File: src/rtl/ram8_arbiter_pkg.sv
// ram8_arbiter_pkg
//   Shared definitions for the two-port RAM8 arbiter: FSM state encodings,
//   requester port identifiers and small helpers that map a port id onto
//   its one-hot grant or its "owned" FSM state.
//   Ports: none (package).
package ram8_arbiter_pkg;

  typedef enum logic [1:0] {
    ST_IDLE  = 2'd0,
    ST_OWN_A = 2'd1,
    ST_OWN_B = 2'd2
  } arb_state_e;

  localparam logic PORT_A = 1'b0;
  localparam logic PORT_B = 1'b1;

  // Grant vectors are ordered {B, A}, so bit 0 is port A.
  function automatic logic [1:0] port_onehot(input logic id);
    return (id == PORT_B) ? 2'b10 : 2'b01;
  endfunction

  function automatic arb_state_e own_state(input logic id);
    return (id == PORT_B) ? ST_OWN_B : ST_OWN_A;
  endfunction

endpackage

File: src/rtl/ram8_arbiter_if.sv
// ram8_arbiter_if
//   Bundles both requester ports and the memory-side bus of the arbiter.
//   Parameters: DATA_W word width, ADDR_W word-address width.
//   Per requester x in {a, b}:
//     x_valid, x_write, x_addr, x_wdata, x_lock  requester -> arbiter
//     x_ready, x_rvalid, x_rdata                 arbiter -> requester
//   Memory side:
//     mem_load, mem_address, mem_in              arbiter -> memory
//     mem_out                                    memory -> arbiter (combinational)
//   Modports: slave = arbiter view, master = requesters + memory view.
interface ram8_arbiter_if #(
  parameter int DATA_W = 16,
  parameter int ADDR_W = 3
);

  logic              a_valid;
  logic              a_write;
  logic [ADDR_W-1:0] a_addr;
  logic [DATA_W-1:0] a_wdata;
  logic              a_lock;
  logic              a_ready;
  logic              a_rvalid;
  logic [DATA_W-1:0] a_rdata;

  logic              b_valid;
  logic              b_write;
  logic [ADDR_W-1:0] b_addr;
  logic [DATA_W-1:0] b_wdata;
  logic              b_lock;
  logic              b_ready;
  logic              b_rvalid;
  logic [DATA_W-1:0] b_rdata;

  logic              mem_load;
  logic [ADDR_W-1:0] mem_address;
  logic [DATA_W-1:0] mem_in;
  logic [DATA_W-1:0] mem_out;

  modport slave (
    input  a_valid, a_write, a_addr, a_wdata, a_lock,
    output a_ready, a_rvalid, a_rdata,
    input  b_valid, b_write, b_addr, b_wdata, b_lock,
    output b_ready, b_rvalid, b_rdata,
    output mem_load, mem_address, mem_in,
    input  mem_out
  );

  modport master (
    output a_valid, a_write, a_addr, a_wdata, a_lock,
    input  a_ready, a_rvalid, a_rdata,
    output b_valid, b_write, b_addr, b_wdata, b_lock,
    input  b_ready, b_rvalid, b_rdata,
    input  mem_load, mem_address, mem_in,
    output mem_out
  );

endinterface

File: src/rtl/ram8_arbiter_rr_pick2.sv
// rr_pick2
//   Two-way round-robin picker with an owner override.
//   Ports:
//     req[1:0]  in   request vector {B, A}
//     last      in   port id granted most recently
//     force_en  in   a port currently owns the resource
//     force_id  in   id of the owning port
//     gnt[1:0]  out  one-hot grant {B, A}, zero when nothing requests
module rr_pick2
  import ram8_arbiter_pkg::*;
(
  input  logic [1:0] req,
  input  logic       last,
  input  logic       force_en,
  input  logic       force_id,
  output logic [1:0] gnt
);

  // An owner that still requests keeps the grant; a tie goes to the port
  // that did not win last; with zero or one requester, req is already one-hot.
  always_comb begin
    gnt = 2'b00;
    if (force_en && req[force_id]) begin
      gnt = port_onehot(force_id);
    end else if (req == 2'b11) begin
      gnt = port_onehot(~last);
    end else begin
      gnt = req;
    end
  end

endmodule

File: src/rtl/ram8_arbiter.sv
// ram8_arbiter
//   Shares one RAM8-class memory between a CPU data port (A) and a DMA /
//   peripheral port (B). Grants are round-robin; a requester may lock the
//   grant for up to MAX_BURST consecutive beats. Read data is registered
//   and returned to the winning port one cycle after acceptance.
//   Parameters: DATA_W word width, ADDR_W address width, MAX_BURST (>=1)
//   longest locked run before forced re-arbitration.
//   Ports:
//     clk    in  rising-edge clock
//     reset  in  synchronous active-high reset
//     bus    ram8_arbiter_if.slave: both requester ports and memory bus
module ram8_arbiter
  import ram8_arbiter_pkg::*;
#(
  parameter int DATA_W    = 16,
  parameter int ADDR_W    = 3,
  parameter int MAX_BURST = 4
) (
  input  logic                  clk,
  input  logic                  reset,
  ram8_arbiter_if.slave         bus
);

  // cnt never exceeds MAX_BURST-1, so clog2(MAX_BURST) bits suffice.
  localparam int               CNT_W      = (MAX_BURST > 1) ? $clog2(MAX_BURST) : 1;
  localparam logic [CNT_W-1:0] BURST_LAST = CNT_W'(MAX_BURST - 1);

  arb_state_e        state_q, state_d;
  logic [CNT_W-1:0]  cnt_q, cnt_d;
  logic              last_gnt_q, last_gnt_d;
  logic              a_rvalid_q, a_rvalid_d;
  logic              b_rvalid_q, b_rvalid_d;
  logic [DATA_W-1:0] a_rdata_q, a_rdata_d;
  logic [DATA_W-1:0] b_rdata_q, b_rdata_d;

  logic [1:0]        pick_gnt;
  logic [1:0]        gnt;
  logic              acc_a, acc_b, acc_any;
  logic              acc_id, acc_lock;
  logic              force_en, force_id;
  logic [CNT_W-1:0]  burst_base;

  assign force_en = (state_q != ST_IDLE);
  assign force_id = (state_q == ST_OWN_B) ? PORT_B : PORT_A;

  rr_pick2 u_pick (
    .req      ({bus.b_valid, bus.a_valid}),
    .last     (last_gnt_q),
    .force_en (force_en),
    .force_id (force_id),
    .gnt      (pick_gnt)
  );

  // Nothing may be accepted while reset is held.
  assign gnt      = reset ? 2'b00 : pick_gnt;
  assign acc_a    = gnt[0];
  assign acc_b    = gnt[1];
  assign acc_any  = acc_a | acc_b;
  assign acc_id   = acc_b ? PORT_B : PORT_A;
  assign acc_lock = acc_b ? bus.b_lock : bus.a_lock;

  // A beat continues the running count only if its port already owns the
  // grant; any other beat (from IDLE, or the other port stepping in after
  // the owner dropped valid) starts a fresh burst.
  assign burst_base = (acc_any && (state_q == own_state(acc_id))) ? cnt_q : '0;

  // State register: FSM, burst counter, round-robin history, read returns.
  always_ff @(posedge clk) begin
    if (reset) begin
      state_q    <= ST_IDLE;
      cnt_q      <= '0;
      last_gnt_q <= PORT_B;
      a_rvalid_q <= 1'b0;
      b_rvalid_q <= 1'b0;
      a_rdata_q  <= '0;
      b_rdata_q  <= '0;
    end else begin
      state_q    <= state_d;
      cnt_q      <= cnt_d;
      last_gnt_q <= last_gnt_d;
      a_rvalid_q <= a_rvalid_d;
      b_rvalid_q <= b_rvalid_d;
      a_rdata_q  <= a_rdata_d;
      b_rdata_q  <= b_rdata_d;
    end
  end

  // Next state: stay owned only while the accepted beat asks for the lock
  // and the burst has room for another beat; everything else drops to IDLE.
  always_comb begin
    state_d    = ST_IDLE;
    cnt_d      = '0;
    last_gnt_d = last_gnt_q;
    if (acc_any) begin
      last_gnt_d = acc_id;
      if (acc_lock && (burst_base < BURST_LAST)) begin
        state_d = own_state(acc_id);
        cnt_d   = burst_base + CNT_W'(1);
      end
    end
  end

  // Read return path: capture mem_out on the accepting edge; rdata holds
  // until that port's next read.
  always_comb begin
    a_rvalid_d = acc_a && !bus.a_write;
    b_rvalid_d = acc_b && !bus.b_write;
    a_rdata_d  = a_rvalid_d ? bus.mem_out : a_rdata_q;
    b_rdata_d  = b_rvalid_d ? bus.mem_out : b_rdata_q;
  end

  // Outputs: handshakes, memory drive (all zero when idle), read returns.
  // rvalid is masked by reset so a read accepted just before reset never
  // reports completion.
  always_comb begin
    bus.a_ready     = acc_a;
    bus.b_ready     = acc_b;
    bus.mem_load    = 1'b0;
    bus.mem_address = '0;
    bus.mem_in      = '0;
    if (acc_a) begin
      bus.mem_load    = bus.a_write;
      bus.mem_address = bus.a_addr;
      bus.mem_in      = bus.a_wdata;
    end else if (acc_b) begin
      bus.mem_load    = bus.b_write;
      bus.mem_address = bus.b_addr;
      bus.mem_in      = bus.b_wdata;
    end
    bus.a_rvalid = a_rvalid_q && !reset;
    bus.b_rvalid = b_rvalid_q && !reset;
    bus.a_rdata  = a_rdata_q;
    bus.b_rdata  = b_rdata_q;
  end

endmodule

File: src/flat_wrapper.sv
// flat-port wrapper written by rule: the top's interface ports become plain ports
module ram8_arbiter_flat import ram8_arbiter_pkg::*;
#(
  parameter int DATA_W    = 16,
  parameter int ADDR_W    = 3,
  parameter int MAX_BURST = 4
)
  (clk, reset, bus_a_valid, bus_a_write, bus_a_addr, bus_a_wdata, bus_a_lock, bus_a_ready, bus_a_rvalid, bus_a_rdata, bus_b_valid, bus_b_write, bus_b_addr, bus_b_wdata, bus_b_lock, bus_b_ready, bus_b_rvalid, bus_b_rdata, bus_mem_load, bus_mem_address, bus_mem_in, bus_mem_out);
  ram8_arbiter_if #(.DATA_W(DATA_W), .ADDR_W(ADDR_W)) bus_i ();
  input  logic clk;
  input  logic reset;
  input wire logic [$bits(bus_i.a_valid)-1:0] bus_a_valid;
  input wire logic [$bits(bus_i.a_write)-1:0] bus_a_write;
  input wire logic [$bits(bus_i.a_addr)-1:0] bus_a_addr;
  input wire logic [$bits(bus_i.a_wdata)-1:0] bus_a_wdata;
  input wire logic [$bits(bus_i.a_lock)-1:0] bus_a_lock;
  output wire logic [$bits(bus_i.a_ready)-1:0] bus_a_ready;
  output wire logic [$bits(bus_i.a_rvalid)-1:0] bus_a_rvalid;
  output wire logic [$bits(bus_i.a_rdata)-1:0] bus_a_rdata;
  input wire logic [$bits(bus_i.b_valid)-1:0] bus_b_valid;
  input wire logic [$bits(bus_i.b_write)-1:0] bus_b_write;
  input wire logic [$bits(bus_i.b_addr)-1:0] bus_b_addr;
  input wire logic [$bits(bus_i.b_wdata)-1:0] bus_b_wdata;
  input wire logic [$bits(bus_i.b_lock)-1:0] bus_b_lock;
  output wire logic [$bits(bus_i.b_ready)-1:0] bus_b_ready;
  output wire logic [$bits(bus_i.b_rvalid)-1:0] bus_b_rvalid;
  output wire logic [$bits(bus_i.b_rdata)-1:0] bus_b_rdata;
  output wire logic [$bits(bus_i.mem_load)-1:0] bus_mem_load;
  output wire logic [$bits(bus_i.mem_address)-1:0] bus_mem_address;
  output wire logic [$bits(bus_i.mem_in)-1:0] bus_mem_in;
  input wire logic [$bits(bus_i.mem_out)-1:0] bus_mem_out;
  assign bus_i.a_valid = bus_a_valid;
  assign bus_i.a_write = bus_a_write;
  assign bus_i.a_addr = bus_a_addr;
  assign bus_i.a_wdata = bus_a_wdata;
  assign bus_i.a_lock = bus_a_lock;
  assign bus_a_ready = bus_i.a_ready;
  assign bus_a_rvalid = bus_i.a_rvalid;
  assign bus_a_rdata = bus_i.a_rdata;
  assign bus_i.b_valid = bus_b_valid;
  assign bus_i.b_write = bus_b_write;
  assign bus_i.b_addr = bus_b_addr;
  assign bus_i.b_wdata = bus_b_wdata;
  assign bus_i.b_lock = bus_b_lock;
  assign bus_b_ready = bus_i.b_ready;
  assign bus_b_rvalid = bus_i.b_rvalid;
  assign bus_b_rdata = bus_i.b_rdata;
  assign bus_mem_load = bus_i.mem_load;
  assign bus_mem_address = bus_i.mem_address;
  assign bus_mem_in = bus_i.mem_in;
  assign bus_i.mem_out = bus_mem_out;
  ram8_arbiter #(.DATA_W(DATA_W), .ADDR_W(ADDR_W), .MAX_BURST(MAX_BURST)) u_core (.clk(clk), .reset(reset), .bus(bus_i));
endmodule
File: config.mk
export PLATFORM = sky130hd
export DESIGN_NAME = ram8_arbiter_flat
export DESIGN_NICKNAME = d
export VERILOG_FILES = /design/src/rtl/ram8_arbiter_pkg.sv /design/src/rtl/ram8_arbiter_if.sv /design/src/rtl/ram8_arbiter_rr_pick2.sv /design/src/rtl/ram8_arbiter.sv /design/src/flat_wrapper.sv
export SDC_FILE = /design/constraint.sdc
export NUM_CORES = 1
export LEC_CHECK = 0
export ABC_CLOCK_PERIOD_IN_PS = 2000
export BUFFER_PORTS_ARGS = -buffer_cell sky130_fd_sc_hd__buf_2
export CAP_MARGIN = 20
export CORE_MARGIN = 2
export CORE_UTILIZATION = 42
export DETAILED_ROUTE_END_ITERATION = 10
export HOLD_SLACK_MARGIN = 0.08
export PLACE_DENSITY = 0.88
export SLEW_MARGIN = 10
export SYNTH_ARGS = -nofsm -noshare
export SYNTH_HDL_FRONTEND = slang
export SYNTH_SLANG_ARGS = --single-unit
export TNS_END_PERCENT = 5
File: constraint.sdc
create_clock -name clk -period 2 [get_ports clk]
set_clock_uncertainty 0.05 [all_clocks]
set_input_delay 0.2 -clock clk [delete_from_list [all_inputs] [get_ports clk]]
set_output_delay 0.2 -clock clk [all_outputs]
set_load 0.01 [all_outputs]
# Word-level counts from Yosys, hierarchy flattened
# Index checks and enable logic that the tools add are counted.
[word_totals] register_bits=39 latchBits=0 ramBits=0 romBits=0 n_memories=0
[op_classes] n_addsub=1 multipliers=0 div=0 order_cmp=2 n_eq_ne=3 n_shift=0 mux=18 bitwise=3 reduce_logical=12
[op_table] cell="$mux W16" count=2
[op_table] cell="$mux W2" count=7
[op_table] cell="$logic_and A1 B1 Y1" count=7
[op_table] cell="$mux W1" count=7
[op_table] cell="$mux W3" count=2
[op_table] cell="$eq A2 B2 Y1 const B" count=2
[op_table] cell="$logic_not A1 Y1" count=3
[op_table] cell="$reduce_or A3 Y1" count=1
[op_table] cell="$add A2 B1 Y2 const B" count=1
[op_table] cell="$eq A2 B2 Y1" count=1
[op_table] cell="$lt A1 B2 Y1 const B" count=1
[op_table] cell="$lt A2 B2 Y1 const B" count=1
[op_table] cell="$not A1 Y1" count=2
[op_table] cell="$reduce_bool A2 Y1" count=1
[op_table] cell="$or A1 B1 Y1" count=1

# Logic depth before layout (Yosys ltp)
# Gate-level depths: netlist of run 1.
[depth] word_depth=16 ltp_mapped=7 mapped_depth_nobuf=6

# Cells and area by module
# From an unflattened synthesis of run 1, not the netlist that was laid out.
[hier_totals] hier_cells=202 hier_area_um2=1755.4
[by_module_without_submodules] module="ram8_arbiter" instances=1 cells_per_inst=197 area_per_inst_um2=1725.4 seq_area_each_um2=780.7
[by_module_without_submodules] module="rr_pick2" instances=1 cells_per_inst=5 area_per_inst_um2=30.0 seq_area_each_um2=0.0

# Worst setup path before layout of run 1
# Ideal clock, no wire load.
[synth_path] path_type="register to output" start="register u_core.state_q[1]" end="output bus_mem_in[10]" arrival_time_ps=1284 required_ps=1750 slack_ps=466 stages_incl_launch_ff=5 path_cell_list="dfxtp_1 nand3b_1 and3_1 clkbuf_1 a22o_1"
[synth_via] elab_chain_len=9
[synth_rtl] element="start: declaration" line="ram8_arbiter.sv:28" rtl="arb_state_e state_q, state_d;"
[synth_rtl] element="start signal: assignment" line="ram8_arbiter.sv:78" rtl="state_q <= state_d;"
[synth_rtl] element="$eq A2 B2 Y1" line="ram8_arbiter.sv:44" rtl="assign force_id = (state_q == ST_OWN_B) ? PORT_B : PORT_A;"
[synth_rtl] element="$mux W1" line="ram8_arbiter.sv:44"
[synth_rtl] element="$mux W1 (implied by the code) (2 in a row)" line="ram8_arbiter_rr_pick2.sv:23" rtl="if (force_en && req[force_id]) begin"
[synth_rtl] element="$logic_and A1 B1 Y1" line="ram8_arbiter_rr_pick2.sv:23"
[synth_rtl] element="$mux W2 *" line="ram8_arbiter_rr_pick2.sv:23"
[synth_rtl] element="$mux W2 *" line="ram8_arbiter.sv:55" rtl="assign gnt = reset ? 2'b00 : pick_gnt;"
[synth_rtl] element="via bus_b_ready" line="flat_wrapper.sv:25" rtl="output wire logic [$bits(bus_i.b_ready)-1:0] bus_b_ready;"
[synth_rtl] element="$mux W16 *" line="ram8_arbiter.sv:125" rtl="end else if (acc_b) begin"
[synth_rtl] element="$mux W16 *" line="ram8_arbiter.sv:121" rtl="if (acc_a) begin"
[synth_rtl] element="end: declaration" line="flat_wrapper.sv:30" rtl="output wire logic [$bits(bus_i.mem_in)-1:0] bus_mem_in;"
# The timed path passes the listed nets; every way through them passes the cells marked *. The select of a mux whose other input is x is not followed.

# Worst setup path after layout of run 1
[layout_path] start="register u_core.last_gnt_q" end="output bus_mem_load"
[layout_via] elab_chain_len=6
[layout_rtl] element="start: declaration" line="ram8_arbiter.sv:30" rtl="logic last_gnt_q, last_gnt_d;"
[layout_rtl] element="start signal: assignment" line="ram8_arbiter.sv:80" rtl="last_gnt_q <= last_gnt_d;"
[layout_rtl] element="$mux W2 *" line="ram8_arbiter_pkg.sv:19" rtl="return (id == PORT_B) ? 2'b10 : 2'b01;"
[layout_rtl] element="$mux W2 *" line="ram8_arbiter_rr_pick2.sv:25" rtl="end else if (req == 2'b11) begin"
[layout_rtl] element="$mux W2 *" line="ram8_arbiter_rr_pick2.sv:23"
[layout_rtl] element="$mux W2 *" line="ram8_arbiter.sv:55"
[layout_rtl] element="$mux W1" line="ram8_arbiter.sv:125"
[layout_rtl] element="$mux W1 *" line="ram8_arbiter.sv:121"
[layout_rtl] element="end: declaration" line="flat_wrapper.sv:28" rtl="output wire logic [$bits(bus_i.mem_load)-1:0] bus_mem_load;"
# Mark *: on every way between the ends. The rest lies on a longest branch, timed or not.

==> run metrics, run 1 <==
worst hold stages=2; Pre-antenna DRT Iters=4; largest net degree at the start of global routing=22; Setup Viol. Count Final=0; Residual DRC=0; Inserted Clock Buffers=5; Worst setup EP type=primary output; Crit Path Max Fanout=21; layout cell share with drive strength beyond 1=between 50% and 60%; CP top delay family=simple AND/OR/NAND/NOR gates; worst skew pair latency=between 200 and 300 ps; RSZ-0062 raised after global routing=false; fin nets=350; Buf/Inv on CP=1; Fin Setup TNS=0 ps; H-tree depth reported by CTS=2; normalized max-slew margin=76.2%; Slew Limit Fails=0; CP Data Arrival Time=between 1500 and 2000 ps; sequential share of the synthesized area=between 40% and 50%; Syn Nets=about 230; Die Span Y=a little over 70 µm; status=complete, no violations; Min-Delay Path Class=input port to flop; GPL Wtd Cong=around 0.85; synthesis-to-finish area growth=38.3%; worst endpoint required time=between 1500 and 2000 ps; post-CTS setup buffer count=0; worst flop-to-flop path startpoint=u_core.state_q[0]$_SDFF_PP0_; metal2 WL=2140 µm; vias in the first global route=1,596; initial antenna violation count=0; Initial Utilization=roughly 43%; met1 WL=~1800 µm; maximum VDD drop=roughly 0.00043 V; core area=between 4000 and 5000 µm²; reg2reg end=u_core.bus.a_rdata[15]$_SDFFE_PP0P_; WS Path Type=flop to primary output; synthesized flop and latch total=39; full die area=a little under 5000 µm²; Synthesis Warnings=0; critical-path cell list=nand3b_1, and3_4, a22o_1, buf_2; GRT overflow=0; dpl hpwl=~3400 µm; first-pass GRT wire length=6970 µm; R2R setup slack=approximately 420 ps; worst hold start=bus_mem_out[0]; Diodes inserted=0; DRT iter0 DRCs=43; DP Cell Count=~330; Max Root-Sink Buffers=2; Clock Sinks=39; Met3 Routed Length=around 440 µm; Pleak=about 1.3 nW; Worst-Margin Slew=approximately 360 ps; final cell count without fillers=340; Chip Width=between 70 and 80 µm; Max Fclk=around 540 MHz; PwrDens=between 600 and 700 nW/µm²; I/O pin cnt=118; max-cap violations=0; WHS Endpoint=u_core.bus.b_rdata[0]$_SDFFE_PP0P_; crit start category=flop; fin crit period=between 1500 and 2000 ps; clk slew on worst S/H paths=about 70 ps; row cnt=24; Routed WL=4440 µm; Vias=1,660; clock root buffer=clkbuf_8; Synth Cell Area=about 1900 µm²; fin crit share=around nine tenths; Slowest-stage cell, CP=dfxtp_1; max incr delay on CP=400 ps; Cells after Synth=between 150 and 200; Routed Antenna Nets=0; routed len/inst=13.1 µm; reg2reg path depth=4; Port Buffer Count=117; Final Hold Vio Count=0; Avg Vias per Cell=4.88; commonest non-fill, non-tap cell in the layout=buf_2; highest metal used=met4; syn avg cell area=about 11 µm²; commonest cells after routing, fill and taps aside=117 x buf_2, 39 x dfxtp_1, 34 x nor2b_1; Total Routing Usage GR=between 15 and 20%; Netlist cell types=27; TritonCTS clock tree=done
[worst max path at each step]
stage | slack (ps) | end | cells past startpoint | from
floorplan | 470 | bus_mem_in[10] | 4 | u_core.state_q[1]$_SDFF_PP0_
global placement | 160 | bus_mem_load | 5 | reset
detailed placement | 130 | bus_mem_load | 5 | reset
CTS | 40 | bus_mem_load | 4 | u_core.last_gnt_q$_SDFFE_PP1N_
global route | 70 | bus_mem_in[11] | 4 | u_core.last_gnt_q$_SDFFE_PP1N_
finish | 160 | bus_mem_load | 4 | u_core.last_gnt_q$_SDFFE_PP1N_
[per-layer routing]
| layer | vias up | GRT usage, % |
|---|---|---|
| li1 | 825 | - |
| met1 | 744 | 19.1 |
| met2 | 82 | 31.0 |
| met3 | 9 | 5.92 |
| met4 | 0 | 6.20 |
| met5 | - | 0 |
[sequential cells by signal (all words and copies together), names as in the netlist]
signal / count
u_core.b_rvalid_q: 1
u_core.last_gnt_q: 1
u_core.cnt_q: 2
u_core.bus.b_rdata: 16
u_core.state_q: 2
u_core.a_rvalid_q: 1
u_core.bus.a_rdata: 16
[kinds of logic after synthesis]
kind of cell / share of synthesized area [%]
simple gates: 18.3
flops: 42.1
mux: 21.3
compound gates: 13.4
buf+inv: 4.25
fa+ha+maj: 0.675
[synthesized netlist by cell type]
master	instances	share of area [%]
and3_1	1	0.34
a22o_1	20	9.4
dfxtp_1	39	42
mux2_4	9	7.3
nand4_4	1	1.1
buf_12	1	1.1
nand4_1	1	0.34
nand2_1	2	0.41
and2b_1	1	0.41
clkbuf_1	7	1.4
mux2_1	2	1.2
ha_1	1	0.67
a211o_1	1	0.47
nor2b_2	1	0.47
nand2b_1	2	0.67
buf_2	2	0.54
a21oi_1	6	1.6
a211oi_4	1	1.1
nand2b_2	1	0.47
nor2_1	3	0.61
nand3b_1	3	1.2
nor2b_1	34	11
a211oi_1	1	0.41
o21bai_1	1	0.41
mux2_2	21	13
inv_1	6	1.2
nand2b_4	1	0.74
[layout make-up]
type	instances	area, µm²
fill	374	1730
multi-input combinational	114	1000
sequential	39	781
timing repair buffer	121	616
clock buffer	7	76.3
tap	52	65.1
inverter	6	22.5
clock inverter	1	5.00
[timing repair]
action | CTS | global route
hold endpoints to repair | 0 | 0
pin swaps | 0 | 0
endpoints found under the setup margin | 21 | 20
hold buffers | 0 | 0
gates resized for setup | 1 | 1
[metrics by stage]
stage	power (mW)	hold slack (ps)	util, %	setup WS, ps	instance area, µm²
floorplan	1.03	275	-	466	1850
global placement	1.17	374	57.7	159	2480
detailed placement	1.18	377	57.7	130	2480
CTS	1.68	85.0	59.6	43.6	2560
global route	1.74	86.3	59.7	70.9	2560
finish	1.66	88.7	59.7	164	2560
[power breakdown]
part	switching, mW	total, mW	internal, mW
clock	0.256	0.501	0.245
sequential	0.0181	0.833	0.815
combinational	0.151	0.324	0.173
Power figures use the tool's default switching activity.
==> inputs of run 2 (changes only) <==
- CELL_PAD_IN_SITES_DETAIL_PLACEMENT: unset -> 0
- CELL_PAD_IN_SITES_GLOBAL_PLACEMENT: unset -> 2
- CORE_UTILIZATION: 42 -> 24
- PLACE_DENSITY: 0.88 -> 0.89
==> run 2 against run 1 <==
  * First-iteration DRC count fell by 60%
  * Highest routed layer unchanged
  * Sequential share of layout area fell by 1.5 points
  * Final area rose by 5.3%
  * Final cell count rose by 15%
  * Wire length rose by 9.5%
  * Worst setup slack improved by 29 ps
  * Sequential cell count did not move
==> run metrics, run 2 (same netlist as run 1, synthesis figures left out) <==
status=complete, no violations (unchanged); initial antenna violation count=0 (unchanged); Clock Sinks=39 (unchanged); worst skew pair latency=280 ps (about the same); DRT iter0 DRCs=17 (was 43); routed len/inst=12.4 µm (was 13.1 µm); fin nets=351 (was 350); Slew Limit Fails=0 (unchanged); fill count=802 (was 374); Residual DRC=0 (unchanged); largest net degree at the start of global routing=24 (was 22); RSZ-0062 raised after global routing=false (unchanged); core area=7610 µm² (was 4290 µm²); critical-path cell list=nand3b_1, and3_4, a22o_1, buf_2 (unchanged); clk slew on worst S/H paths=70 ps (about the same); CP Data Arrival Time=1560 ps (was 1590 ps); Die Span Y=91.9 µm (was 70.4 µm); synthesis-to-finish area growth=45.7% (was 38.3%); final instance area=2700 µm² (was 2560 µm²); highest metal used=met4 (unchanged); GRT overflow=0 (unchanged); max incr delay on CP=390 ps (was 400 ps); Met3 Routed Length=560 µm (was 435 µm); I/O pin cnt=118 (unchanged); Slowest-stage cell, CP=dfxtp_1 (unchanged); Worst setup EP type=primary output (unchanged); Vias=1,683 (was 1,660); maximum VDD drop=0.000486 V (was 0.000433 V); first-pass GRT wire length=7760 µm (was 6970 µm); Worst-Margin Slew=391 ps (was 356 ps); Max Root-Sink Buffers=2 (unchanged); Inserted Clock Buffers=5 (unchanged); Fin Setup TNS=0 ps (unchanged); Avg Vias per Cell=4.30 (was 4.88); Pleak=1.38 nW (was 1.35 nW); GPL Wtd Cong=0.655 (was 0.849); TritonCTS clock tree=done (unchanged); Hold WS=94.9 ps (was 88.7 ps); Setup Viol. Count Final=0 (unchanged); PwrDens=714 nW/µm² (was 646 nW/µm²); row cnt=32 (was 24); layout cell share with drive strength beyond 1=56.7% (was 56.6%); max-cap violations=0 (unchanged); met1 WL=1860 µm (was 1790 µm); vias in the first global route=1,679 (was 1,596); R2R setup slack=480 ps (was 420 ps); metal2 WL=2410 µm (was 2140 µm); Final Hold Vio Count=0 (unchanged); H-tree depth reported by CTS=2 (unchanged); clock root buffer=clkbuf_8 (unchanged); Chip Width=91.9 µm (was 70.4 µm); commonest non-fill, non-tap cell in the layout=buf_2 (unchanged); fin crit share=90.3% (was 91.8%); Port Buffer Count=117 (unchanged); worst endpoint required time=1750 ps (about the same); Initial Utilization=24.4% (was 43.2%); crit start category=flop (unchanged); Total Routing Usage GR=11.4% (was 17.4%); commonest cells after routing, fill and taps aside=117 x buf_2, 39 x dfxtp_1, 34 x nor2b_1 (unchanged); Max Fclk=554 MHz (was 545 MHz); full die area=8450 µm² (was 4960 µm²); Diodes inserted=0 (unchanged); DP Cell Count=382 (was 332); Pre-antenna DRT Iters=3 (was 4); Crit Path Max Fanout=21 (unchanged); Routed Antenna Nets=0 (unchanged); normalized max-slew margin=73.9% (was 76.2%); fin crit period=1810 ps (was 1840 ps); final cell count without fillers=391 (was 340); WS Path Type=flop to primary output (unchanged); Routed WL=4860 µm (was 4440 µm); Post-DP Area=2550 µm² (was 2480 µm²); Min-Delay Path Class=input port to flop (unchanged); dpl hpwl=3740 µm (was 3390 µm)
## run 2: stage by stage
step | utilization (%) | power [mW] | worst slack [ps]
after floorplan | - | 1.03 | 466
after global placement | 33.6 | 1.18 | 199
after detailed placement | 33.6 | 1.18 | 169
after CTS | 35.5 | 1.98 | 51.9
after global routing | 35.5 | 2.03 | 53.3
final | 35.5 | 1.93 | 194
## run 2: critical path: cells and delay by family (launching register included)
family	cells	cell delay [ps]
AO/OA/AOI/OAI	1	250
buffers and inverters	1	130
flip-flops	1	390
AND/OR/NAND/NOR	2	490
## run 2: layout make-up
type	instances	area, µm²	area share [%]
clock buffers	6	72.6	2.69
clock inverters	2	60.1	2.22
multi-input cells	114	1000	37.0
inverters	6	22.5	0.834
well taps	102	128	4.72
flip-flops and latches	39	781	28.9
repair buffers	122	638	23.6
## run 2: power by group
part / switching [mW] / internal [mW] / leakage [nW]
clock: 0.269 / 0.499 / 0.0654
sequential: 0.0173 / 0.815 / 0.319
combinational: 0.153 / 0.176 / 0.995
## run 2: final timing paths
kind	startpoint	endpoint	cells past startpoint
max	u_core.last_gnt_q$_SDFFE_PP1N_	bus_mem_in[7]	4
min	bus_mem_out[0]	u_core.bus.b_rdata[0]$_SDFFE_PP0P_	2
max reg2reg	u_core.state_q[1]$_SDFF_PP0_	u_core.bus.b_rdata[1]$_SDFFE_PP0P_	3
min reg2reg	u_core.last_gnt_q$_SDFFE_PP1N_	u_core.last_gnt_q$_SDFFE_PP1N_	2
## run 2: metal layers
layer	GRT usage, %	vias up
met3	3.70	5
met2	21.8	96
met5	0	-
met4	3.36	0
met1	11.7	758
li1	-	824
## run 2: timing repair
action / 4_1_cts / 5_1_grt
hold buffers: 1 / 0
resized for setup: 1 / 1
endpoints found under the hold margin: 1 / 0
pin swaps: 0 / 0
setup endpoints to repair: 21 / 20
buffers inserted: 0 / 0
==> inputs of run 3 (changes only) <==
- BUFFER_PORTS_ARGS: -buffer_cell sky130_fd_sc_hd__buf_2 -> -buffer_cell sky130_fd_sc_hd__clkbuf_2
- CORE_MARGIN: 2 -> unset
==> run 3 against run 2 <==
  * Wire length shrank 6.7%
  * Non-clock buffer count grew 1
  * Worst hold slack gained 9.0 ps
  * Core utilization grew 1.0 points
  * Via count shrank 0.24%
  * Critical path depth is the same
  * Final area shrank 0.32%
  * Sequential power is essentially flat
==> run metrics, run 3 (same netlist as run 1, synthesis figures left out) <==
Slowest-stage cell, CP=dfxtp_1 (unchanged); synthesis-to-finish area growth=45.2% (was 45.7%); WS Path Type=flop to primary output (unchanged); R2R setup slack=480 ps (about the same); Pre-antenna DRT Iters=4 (was 3); Slew Limit Fails=0 (unchanged); dpl hpwl=3520 µm (was 3740 µm); Max Root-Sink Buffers=2 (unchanged); Die Span Y=89.9 µm (was 91.9 µm); fin crit period=1830 ps (was 1810 ps); Routed Antenna Nets=0 (unchanged); initial antenna violation count=0 (unchanged); full die area=8080 µm² (was 8450 µm²); core area=7370 µm² (was 7610 µm²); largest net degree at the start of global routing=22 (was 24); layout cell share with drive strength beyond 1=56.9% (was 56.7%); reg2reg end=u_core.bus.b_rdata[0]$_SDFFE_PP0P_ (was u_core.bus.b_rdata[1]$_SDFFE_PP0P_); commonest cells after routing, fill and taps aside=117 x clkbuf_2, 39 x dfxtp_1, 34 x nor2b_1 (was 117 x buf_2, 39 x dfxtp_1, 34 x nor2b_1); worst skew pair latency=280 ps (about the same); post-CTS setup buffer count=0 (unchanged); Crit Path Max Fanout=21 (unchanged); reg2reg path depth=3 (unchanged); Min-Delay Path Class=input port to flop (unchanged); final cell count without fillers=389 (was 391); first-pass GRT wire length=7360 µm (was 7760 µm); worst flop-to-flop path startpoint=u_core.state_q[1]$_SDFF_PP0_ (unchanged); Worst setup EP type=primary output (unchanged); Final Hold Vio Count=0 (unchanged); status=complete, no violations (unchanged); Max Fclk=547 MHz (was 554 MHz); CP Capture Point=bus_mem_load (was bus_mem_in[7]); row cnt=31 (was 32); Port Buffer Count=117 (unchanged); H-tree depth reported by CTS=2 (unchanged); fin crit share=91.5% (was 90.3%); GRT overflow=0 (unchanged); DP Cell Count=379 (was 382); max incr delay on CP=400 ps (was 390 ps); clk slew on worst S/H paths=80 ps (was 70 ps); Inserted Clock Buffers=5 (unchanged); PwrDens=680 nW/µm² (was 714 nW/µm²); Diodes inserted=0 (unchanged); CP Data Arrival Time=1580 ps (was 1560 ps); maximum VDD drop=0.000368 V (was 0.000486 V); fin nets=352 (was 351); commonest non-fill, non-tap cell in the layout=clkbuf_2 (was buf_2); worst setup path startpoint=u_core.last_gnt_q$_SDFFE_PP1N_ (unchanged); TritonCTS clock tree=done (unchanged); Routed WL=4540 µm (was 4860 µm); max-cap violations=0 (unchanged); Fin Setup TNS=0 ps (unchanged); Chip Width=89.9 µm (was 91.9 µm); routed len/inst=11.7 µm (was 12.4 µm); Initial Utilization=25.2% (was 24.4%); I/O pin cnt=118 (unchanged); RSZ-0062 raised after global routing=false (unchanged); Residual DRC=0 (unchanged); DP Worst Slack=122 ps (was 169 ps); Worst-Margin Slew=381 ps (was 391 ps); Setup Viol. Count Final=0 (unchanged); normalized max-slew margin=74.5% (was 73.9%); total power draw=1.83 mW (was 1.93 mW); Pleak=1.35 nW (was 1.38 nW); GPL Wtd Cong=0.714 (was 0.655); Total Routing Usage GR=11.2% (was 11.4%); Vias=1,679 (was 1,683); Clock Sinks=39 (unchanged); worst endpoint required time=1750 ps (about the same); vias in the first global route=1,611 (was 1,679); Final Worst Setup Slack=171 ps (was 194 ps); clock root buffer=clkbuf_8 (unchanged); DRT iter0 DRCs=25 (was 17); Avg Vias per Cell=4.32 (was 4.30); critical-path cell list=nand3b_1, and3_4, a22o_1, clkbuf_2 (was nand3b_1, and3_4, a22o_1, buf_2); crit start category=flop (unchanged)
==> run 3: layout make-up <==
type,count,area (µm²)
Inverter,6,22.5
Tap cell,99,124
Timing Repair Buffer,123,648
Clock buffer,6,82.6
Clock inverter,2,35.0
Fill cell,771,4680
Sequential cell,39,781
Multi-Input combinational cell,114,1000
==> run 3: worst min path at each step <==
stage               startpoint                                   to  slack [ps]  cells past startpoint
2_1_floorplan   bus_mem_out[0]   u_core.bus.b_rdata[0]$_SDFFE_PP0P_         270                      1
3_3_place_gp    bus_mem_out[0]   u_core.bus.b_rdata[0]$_SDFFE_PP0P_         370                      2
3_5_place_dp    bus_mem_out[0]   u_core.bus.b_rdata[0]$_SDFFE_PP0P_         380                      2
4_1_cts         bus_mem_out[8]   u_core.bus.a_rdata[8]$_SDFFE_PP0P_          90                      2
5_1_grt        bus_mem_out[12]  u_core.bus.a_rdata[12]$_SDFFE_PP0P_         100                      2
6_report       bus_mem_out[11]  u_core.bus.a_rdata[11]$_SDFFE_PP0P_         100                      2
==> run 3: metal layers <==
layer	up-vias	GRT usage (%)	part of all wire, %
li1	829	-	-
met5	-	0	0
met2	98	20.0	48
met3	6	4.40	11
met4	0	4.57	1.7
met1	746	11.7	39
==> run 3: what timing repair did <==
action,CTS,global route
cloned,0,0
setup endpoints to repair,21,20
hold buffers,2,0
hold endpoints to repair,2,0
gates resized for setup,1,1
==> run 3: through the flow <==
step	utilization, %	area, µm²	hold WS, ps
floorplan	-	1850	275
global placement	34.6	2550	373
detailed placement	34.6	2550	381
CTS	36.5	2690	86.8
global route	36.5	2690	96.9
finish	36.5	2690	104
==> run 3: critical path: cells and delay by family (launching register included) <==
kind	cells	cell delay [ps]
simple gates	2	510
flops	1	400
compound gates	1	260
buf+inv	1	130
==> run 3: report_power, final <==
group | internal, mW | switching, mW | total (mW)
Sequential | 0.815 | 0.0182 | 0.833
Clock | 0.404 | 0.264 | 0.667
Combinational | 0.177 | 0.153 | 0.329
Total | 1.40 | 0.435 | 1.83
